File: src/rtl/muldiv_pkg.sv
// Shared types and constants for the RV32M multiply/divide sequencer.
// The ALU opcode values mirror the core decoder's M-extension encodings.
package muldiv_pkg;

  localparam int XLEN_DEFAULT = 32;
  localparam int ALUOP_WIDTH  = 5;

  localparam logic [ALUOP_WIDTH-1:0] ALU_MUL    = 5'd16;
  localparam logic [ALUOP_WIDTH-1:0] ALU_MULH   = 5'd17;
  localparam logic [ALUOP_WIDTH-1:0] ALU_MULHSU = 5'd18;
  localparam logic [ALUOP_WIDTH-1:0] ALU_MULHU  = 5'd19;
  localparam logic [ALUOP_WIDTH-1:0] ALU_DIV    = 5'd20;
  localparam logic [ALUOP_WIDTH-1:0] ALU_REM    = 5'd21;

  localparam logic [XLEN_DEFAULT-1:0] DIV_BY_ZERO_Q = 32'hFFFF_FFFF;
  localparam logic [XLEN_DEFAULT-1:0] OVF_Q         = 32'h8000_0000;

  typedef enum logic [1:0] {
    IDLE = 2'd0,
    CALC = 2'd1,
    DONE = 2'd2
  } state_t;

  function automatic logic isMulDivOp(input logic [ALUOP_WIDTH-1:0] op);
    return op inside {ALU_MUL, ALU_MULH, ALU_MULHSU, ALU_MULHU, ALU_DIV, ALU_REM};
  endfunction

endpackage

File: src/rtl/muldiv_step.sv
// One iteration of the magnitude datapath: a shift-add multiply step or a
// restoring-divide step over the {high, low} accumulator halves.
module muldiv_step
  import muldiv_pkg::*;
#(
  parameter int XLEN = XLEN_DEFAULT
) (
  input  logic              isDiv,
  input  logic [2*XLEN-1:0] acc,
  input  logic [XLEN-1:0]   shiftReg,
  input  logic [XLEN-1:0]   operand,
  output logic [2*XLEN-1:0] accNext,
  output logic [XLEN-1:0]   shiftNext
);

  logic [XLEN:0] addSum;
  logic [XLEN:0] remShift;
  logic [XLEN:0] diff;
  logic          noBorrow;

  always_comb begin
    addSum   = {1'b0, acc[2*XLEN-1:XLEN]} + (shiftReg[0] ? {1'b0, operand} : '0);
    remShift = {acc[2*XLEN-1:XLEN], shiftReg[XLEN-1]};
    noBorrow = (remShift >= {1'b0, operand});
    diff     = remShift - {1'b0, operand};
    if (isDiv) begin
      // Dividend bits stream in MSB-first; quotient bits shift into the low half.
      accNext   = {(noBorrow ? diff[XLEN-1:0] : remShift[XLEN-1:0]), acc[XLEN-2:0], noBorrow};
      shiftNext = {shiftReg[XLEN-2:0], 1'b0};
    end else begin
      // Multiplier bits consumed LSB-first; the carry lands in the product MSB.
      accNext   = {addSum, acc[XLEN-1:1]};
      shiftNext = {1'b0, shiftReg[XLEN-1:1]};
    end
  end

endmodule

File: src/rtl/muldiv_sequencer.sv
// Execute-stage RV32M sequencer: stalls the core while a 32-step multiply or
// divide runs on operand magnitudes, then retires the signed result in one pulse.
module muldiv_sequencer
  import muldiv_pkg::*;
#(
  parameter int XLEN = XLEN_DEFAULT
) (
  input  logic                   clk,
  input  logic                   rst_n,
  input  logic                   Valid,
  input  logic [ALUOP_WIDTH-1:0] AluOperation,
  input  logic [XLEN-1:0]        SrcA,
  input  logic [XLEN-1:0]        SrcB,
  input  logic                   Kill,
  output logic                   Stall,
  output logic                   Done,
  output logic [XLEN-1:0]        Result,
  output logic                   Busy
);

  localparam int CW = $clog2(XLEN) + 1;

  state_t                 state;
  logic [CW-1:0]          count;
  logic [2*XLEN-1:0]      acc;
  logic [XLEN-1:0]        shiftReg;
  logic [XLEN-1:0]        operand;
  logic [ALUOP_WIDTH-1:0] opReg;
  logic                   negQ;
  logic                   negR;

  logic            isM, isDivIn, signA, signB, divZero, divOvf, launch;
  logic [XLEN-1:0] magA, magB, fastResult, finalResult;
  logic [2*XLEN-1:0] stepAcc, product;
  logic [XLEN-1:0]   stepShift, quot, rem;
  logic              opIsDiv;

  always_comb begin
    isM     = isMulDivOp(AluOperation);
    isDivIn = (AluOperation == ALU_DIV) || (AluOperation == ALU_REM);
    signA   = (AluOperation != ALU_MULHU) && SrcA[XLEN-1];
    signB   = (AluOperation inside {ALU_MUL, ALU_MULH, ALU_DIV, ALU_REM}) && SrcB[XLEN-1];
    magA    = signA ? -SrcA : SrcA;
    magB    = signB ? -SrcB : SrcB;
    divZero = isDivIn && (SrcB == '0);
    divOvf  = isDivIn && (SrcA == {1'b1, {(XLEN-1){1'b0}}}) && (SrcB == '1);
    if (divZero)
      fastResult = (AluOperation == ALU_REM) ? SrcA : DIV_BY_ZERO_Q;
    else
      fastResult = (AluOperation == ALU_REM) ? '0 : OVF_Q;
    launch  = (state == IDLE) && Valid && isM && !Kill;
  end

  assign Stall   = launch || (state == CALC);
  assign Busy    = (state != IDLE);
  assign opIsDiv = (opReg == ALU_DIV) || (opReg == ALU_REM);

  muldiv_step #(.XLEN(XLEN)) u_step (
    .isDiv     (opIsDiv),
    .acc       (acc),
    .shiftReg  (shiftReg),
    .operand   (operand),
    .accNext   (stepAcc),
    .shiftNext (stepShift)
  );

  // Sign is applied once to the final iteration's output, never mid-run.
  always_comb begin
    product = negQ ? -stepAcc : stepAcc;
    quot    = negQ ? -stepAcc[XLEN-1:0] : stepAcc[XLEN-1:0];
    rem     = negR ? -stepAcc[2*XLEN-1:XLEN] : stepAcc[2*XLEN-1:XLEN];
    case (opReg)
      ALU_MUL:                         finalResult = product[XLEN-1:0];
      ALU_MULH, ALU_MULHSU, ALU_MULHU: finalResult = product[2*XLEN-1:XLEN];
      ALU_DIV:                         finalResult = quot;
      default:                         finalResult = rem;
    endcase
  end

  always_ff @(posedge clk or negedge rst_n) begin
    if (!rst_n) begin
      state    <= IDLE;
      count    <= '0;
      acc      <= '0;
      shiftReg <= '0;
      operand  <= '0;
      opReg    <= '0;
      negQ     <= 1'b0;
      negR     <= 1'b0;
      Result   <= '0;
      Done     <= 1'b0;
    end else begin
      Done <= 1'b0;
      if (Kill) begin
        state <= IDLE;
      end else begin
        case (state)
          IDLE: begin
            if (launch) begin
              opReg <= AluOperation;
              acc   <= '0;
              count <= '0;
              negQ  <= signA ^ signB;
              negR  <= signA;
              // Divide streams the dividend and subtracts the divisor; multiply
              // streams the multiplier and adds the multiplicand.
              shiftReg <= isDivIn ? magA : magB;
              operand  <= isDivIn ? magB : magA;
              if (divZero || divOvf) begin
                Result <= fastResult;
                Done   <= 1'b1;
                state  <= DONE;
              end else begin
                state <= CALC;
              end
            end
          end
          CALC: begin
            acc      <= stepAcc;
            shiftReg <= stepShift;
            count    <= count + 1'b1;
            if (count == CW'(XLEN-1)) begin
              Result <= finalResult;
              Done   <= 1'b1;
              state  <= DONE;
            end
          end
          DONE:    state <= IDLE;
          default: state <= IDLE;
        endcase
      end
    end
  end

endmodule

File: config.mk
export PLATFORM = sky130hd
export DESIGN_NAME = muldiv_sequencer
export DESIGN_NICKNAME = d
export VERILOG_FILES = /design/src/rtl/muldiv_pkg.sv /design/src/rtl/muldiv_step.sv /design/src/rtl/muldiv_sequencer.sv
export SDC_FILE = /design/constraint.sdc
export NUM_CORES = 1
export LEC_CHECK = 0
export ABC_AREA = 0
export CORE_AREA = 2 2 246 248
export CTS_BUF_LIST = sky130_fd_sc_hd__clkbuf_4 sky130_fd_sc_hd__clkbuf_8
export CTS_CLUSTER_DIAMETER = 80
export DETAILED_ROUTE_END_ITERATION = 7
export DIE_AREA = 0 0 248 250
export HOLD_SLACK_MARGIN = 0.05
export PLACE_DENSITY_LB_ADDON = 0.05
export SLEW_MARGIN = 10
export SYNTH_ARGS = -nofsm -noshare
export SYNTH_HDL_FRONTEND = slang
export SYNTH_SLANG_ARGS = --single-unit
File: constraint.sdc
create_clock -name clk -period 7.2 [get_ports clk]
set_input_delay 1.08 -clock clk [delete_from_list [all_inputs] [get_ports clk]]
set_output_delay 1.08 -clock clk [all_outputs]
set_load 0.01 [all_outputs]
==> results by group <==
Global route
  – Grt total ovfl: 0
  – Vias in the first global route: 18,100
  – Overall Global Routing Usage: 27.2%
  – First-pass GRT wire length: 124 mm
  – Initial antenna violation count: 4
  – Largest net degree at the start of global routing: 93

Worst setup path
  – CP max FO: 13
  – R2R Path Start: shiftReg[0]
  – Startpoint types: flip-flop
  – CP Class: reg2reg
  – Critical Path Max Stage Delay: 0.74 ns
  – Critical path data required time: 7.66 ns
  – CP Capture Type: flip-flop
  – Critical path arrival: 6.90 ns
  – Worst-case reg-to-reg path depth: 17
  – R2r setup slk: 0.76 ns
  – Worst path cell trace: and2_1 > ha_1 > inv_1 > fa_1 > nand2b_1 > a21oi_1 > o21ai_0 > a221oi_1 > mux2_2 > a311oi_1 > o21ai_1 > nor3b_1 > nand2_1 > o41ai_1 > xor2_1 > a221oi_1 > o21ai_1
  – CP max stage cell: a221oi_1
  – Worst R2R End: Result[29]

Pwr
  – Comb pwr share: 67.7%
  – LEAKAGE: 7.89 nW
  – Seq pwr share: 20.8%
  – Net Sw Power: 3.81 mW
  – Sw Ratio: 56.1%
  – Pwr dens: 341 nW/um^2
  – Clk pwr share: 11.4%
  – VDD IR-drop max: 0.000141 V
  – P_int: 2.98 mW

Die
  – Die Ht: 250 um
  – Initial Utilization: 29.7%
  – Die Area: 62,000 um^2
  – IO Count: 108
  – Row Count: 90
  – Core footprint: 59,600 um^2
  – DIE WIDTH: 248 um

Synth
  – Post-Syn Area: 17,700 um^2
  – Compound-Gate Fraction of Synth Area: 28.6%
  – Yosys reg bits: 176
  – Post-Synth Adder-Cell Area: 5.18%
  – Area contributors post-synth: dfrtp_1, nand2_1, o21ai_0
  – Yosys warns: 0
  – Post-synthesis simple-gate area fraction: 24.0%
  – Area leader, netlist: dfrtp_1
  – Number of synthesized flops with an enable pin: 0
  – Synth cell types: 95
  – Post-synth top flop: dfrtp_1
  – Ys async rst share: 100%
  – Avg Inst Size Synth: 7.30 um^2
  – Post-synth top area share: 24.9%
  – Post-synthesis mux area share: 3.29%
  – Largest family of logic cells by synthesized area: compound AO/OA/AOI/OAI gates
  – Post-Synthesis Cells: 2,420
  – Seq/Total Area, Yosys: 24.9%
  – Syn_nets: 2,565
  – Xor and xnor area share after synthesis: 9.12%

Layout
  – Commonest non-fill, non-tap cells in the layout: nand2_1, o21ai_0, a21oi_1
  – Commonest non-fill, non-tap cell in the layout: nand2_1
  – Syn-to-layout area delta: 12.8%
  – Final net count: 2,578
  – Fill cells: 6,450
  – Share of layout cells above drive strength 1: 5.31%

STA
  – Setup WS post-layout: 0.762 ns
  – Setup-violating endpoint count in the final report: 0
  – Slew HR: 17.6%
  – RSZ-0062 raised after global routing: no
  – Fin Setup TNS: 0 ns
  – Worst clock skew: 0.0259 ns
  – Worst-Margin Slew: 1.23 ns
  – Tmin final: 6.44 ns
  – Period Utilization, post-route: 89.4%
  – Final Hold Viols: 0
  – FMAX: 155 MHz
  – Slew Limit Fails: 0

Routing
  – Total iterations of the first detailed-routing run: 5
  – Routed vias: 18,800
  – Routed len/inst: 26.2 um
  – Final wirelength: 84.6 mm
  – Vias per cell: 5.80
  – 1st-iter DRT viols: 1,533
  – Met1 WL: 39.0 mm
  – Met2 Wirelength: 38.5 mm
  – Met3 wire len: 4.70 mm
  – Post-route ant nets: 0
  – Drt drc: 0
  – Top Layer Used: met5

Place
  – GPL Wtd Cong: 0.971
  – Hpwl dp: 65.6 mm
  – Pre-CTS WS: 0.913 ns
  – PortBufs: 107

Clock tree
  – # Post-CTS Setup Buffers: 0
  – Clk sink count: 176
  – CTS tree: yes
  – Hold-fix buffers, CTS: 0
  – Clock insertion delay at the later pin of the skew report: 0.60 ns
  – Clock Tree Root: clkbuf_8
  – Post-CTS Resized: 0
  – Reg clk slew, reported paths: 0.12 ns
  – CTS buffer count: 17
  – Clk buf depth: 2
  – CTS H-tree depth: 4

Min path
  – Worst Hold Depth: 2
  – Worst min path class: reg2reg
  – Hold EP: Result[10]
  – Min-delay src: Result[10]

Flow run
  – Max Cap Viol: 0

Run status
  – Status: completed
==> stage by stage <==
step	hold WS [ns]	area [um^2]	power, mW	std cells	util [%]
6_report	0.515	19900	6.79	3232	33.5
3_3_place_gp	0.484	19500	5.96	3196	32.8
5_1_grt	0.541	19900	7.23	3230	33.4
2_1_floorplan	0.461	17700	4.29	2420	-
3_5_place_dp	0.485	19500	5.94	3196	32.8
4_1_cts	0.513	19900	6.76	3228	33.4
==> state kept, by name (all words and copies together), names as in the netlist, 2 cells and up <==
register / flops
acc: 64
Result: 32
operand: 32
shiftReg: 32
count: 6
opReg: 5
state: 2
==> cells by family after synthesis <==
group,Yosys count
AOI/OAI and AO/OA,805
and+or+nand+nor,909
DFF,176
adders and majority gates,72
xor gates and xnor gates,184
muxes,57
buffers and inverters,217
==> layout make-up <==
| class | count | area (um^2) | area share [%] |
|---|---|---|---|
| Multi-Input combinational cell | 2027 | 12500 | 62.5 |
| Timing Repair Buffer | 157 | 1480 | 7.40 |
| Antenna cell | 4 | 10.0 | 0.0502 |
| Clock inverter | 14 | 148 | 0.741 |
| Clock buffer | 18 | 248 | 1.24 |
| Inverter | 54 | 203 | 1.02 |
| Tap cell | 782 | 978 | 4.91 |
| Sequential cell | 176 | 4410 | 22.1 |
==> synthesized netlist by cell type (all sizes together), types with 18 or more instances <==
cell type,count
o21a,19
nor3,67
nor2,190
a21oi,218
mux2i,49
clkbuf,128
and2,39
nand4,36
o41ai,19
inv,53
buf,35
nand2b,23
a21o,22
o211ai,21
nand3,46
ha,70
dfrtp,176
a31oi,47
o31ai,54
o21ai,254
or3,37
xnor2,102
nand2,384
a22o,18
xor2,82
==> critical path, delay by kind of cell, from the launching register on <==
kind,cells,cell delay (ns)
muxes,1,0.41
adders and majority gates,2,0.59
xor gates and xnor gates,1,0.12
DFF,1,0.72
AOI/OAI and AO/OA,8,3.24
and+or+nand+nor,4,1.13
buffers and inverters,1,0.07
==> worst max path at each step <==
stage               slack, ns          to         from  depth (start not counted)
finish                   0.76  Result[29]  shiftReg[0]                         17
global route             0.45  Result[29]  shiftReg[0]                         17
CTS                      0.88  Result[29]  shiftReg[0]                         17
detailed placement       0.91  Result[29]  shiftReg[0]                         17
global placement         0.90  Result[29]  shiftReg[0]                         17
floorplan                1.64  Result[24]      acc[37]                         24
==> routing by layer <==
layer,vias to the layer above,global-route usage [%]
met4,2,8.13
met5,-,0
met2,649,43.0
met3,114,4.70
met1,9186,37.7
li1,8806,-
==> power groups by stage <==
stage	sequential, mW	combinational (mW)	clock [mW]
6_report	1.41	4.60	0.777
4_1_cts	1.41	4.53	0.810
3_5_place_dp	1.43	4.50	0
5_1_grt	1.44	4.96	0.834
2_1_floorplan	1.32	2.97	0
3_3_place_gp	1.43	4.53	0
No activity file was read; power rests on OpenSTA's default activity.
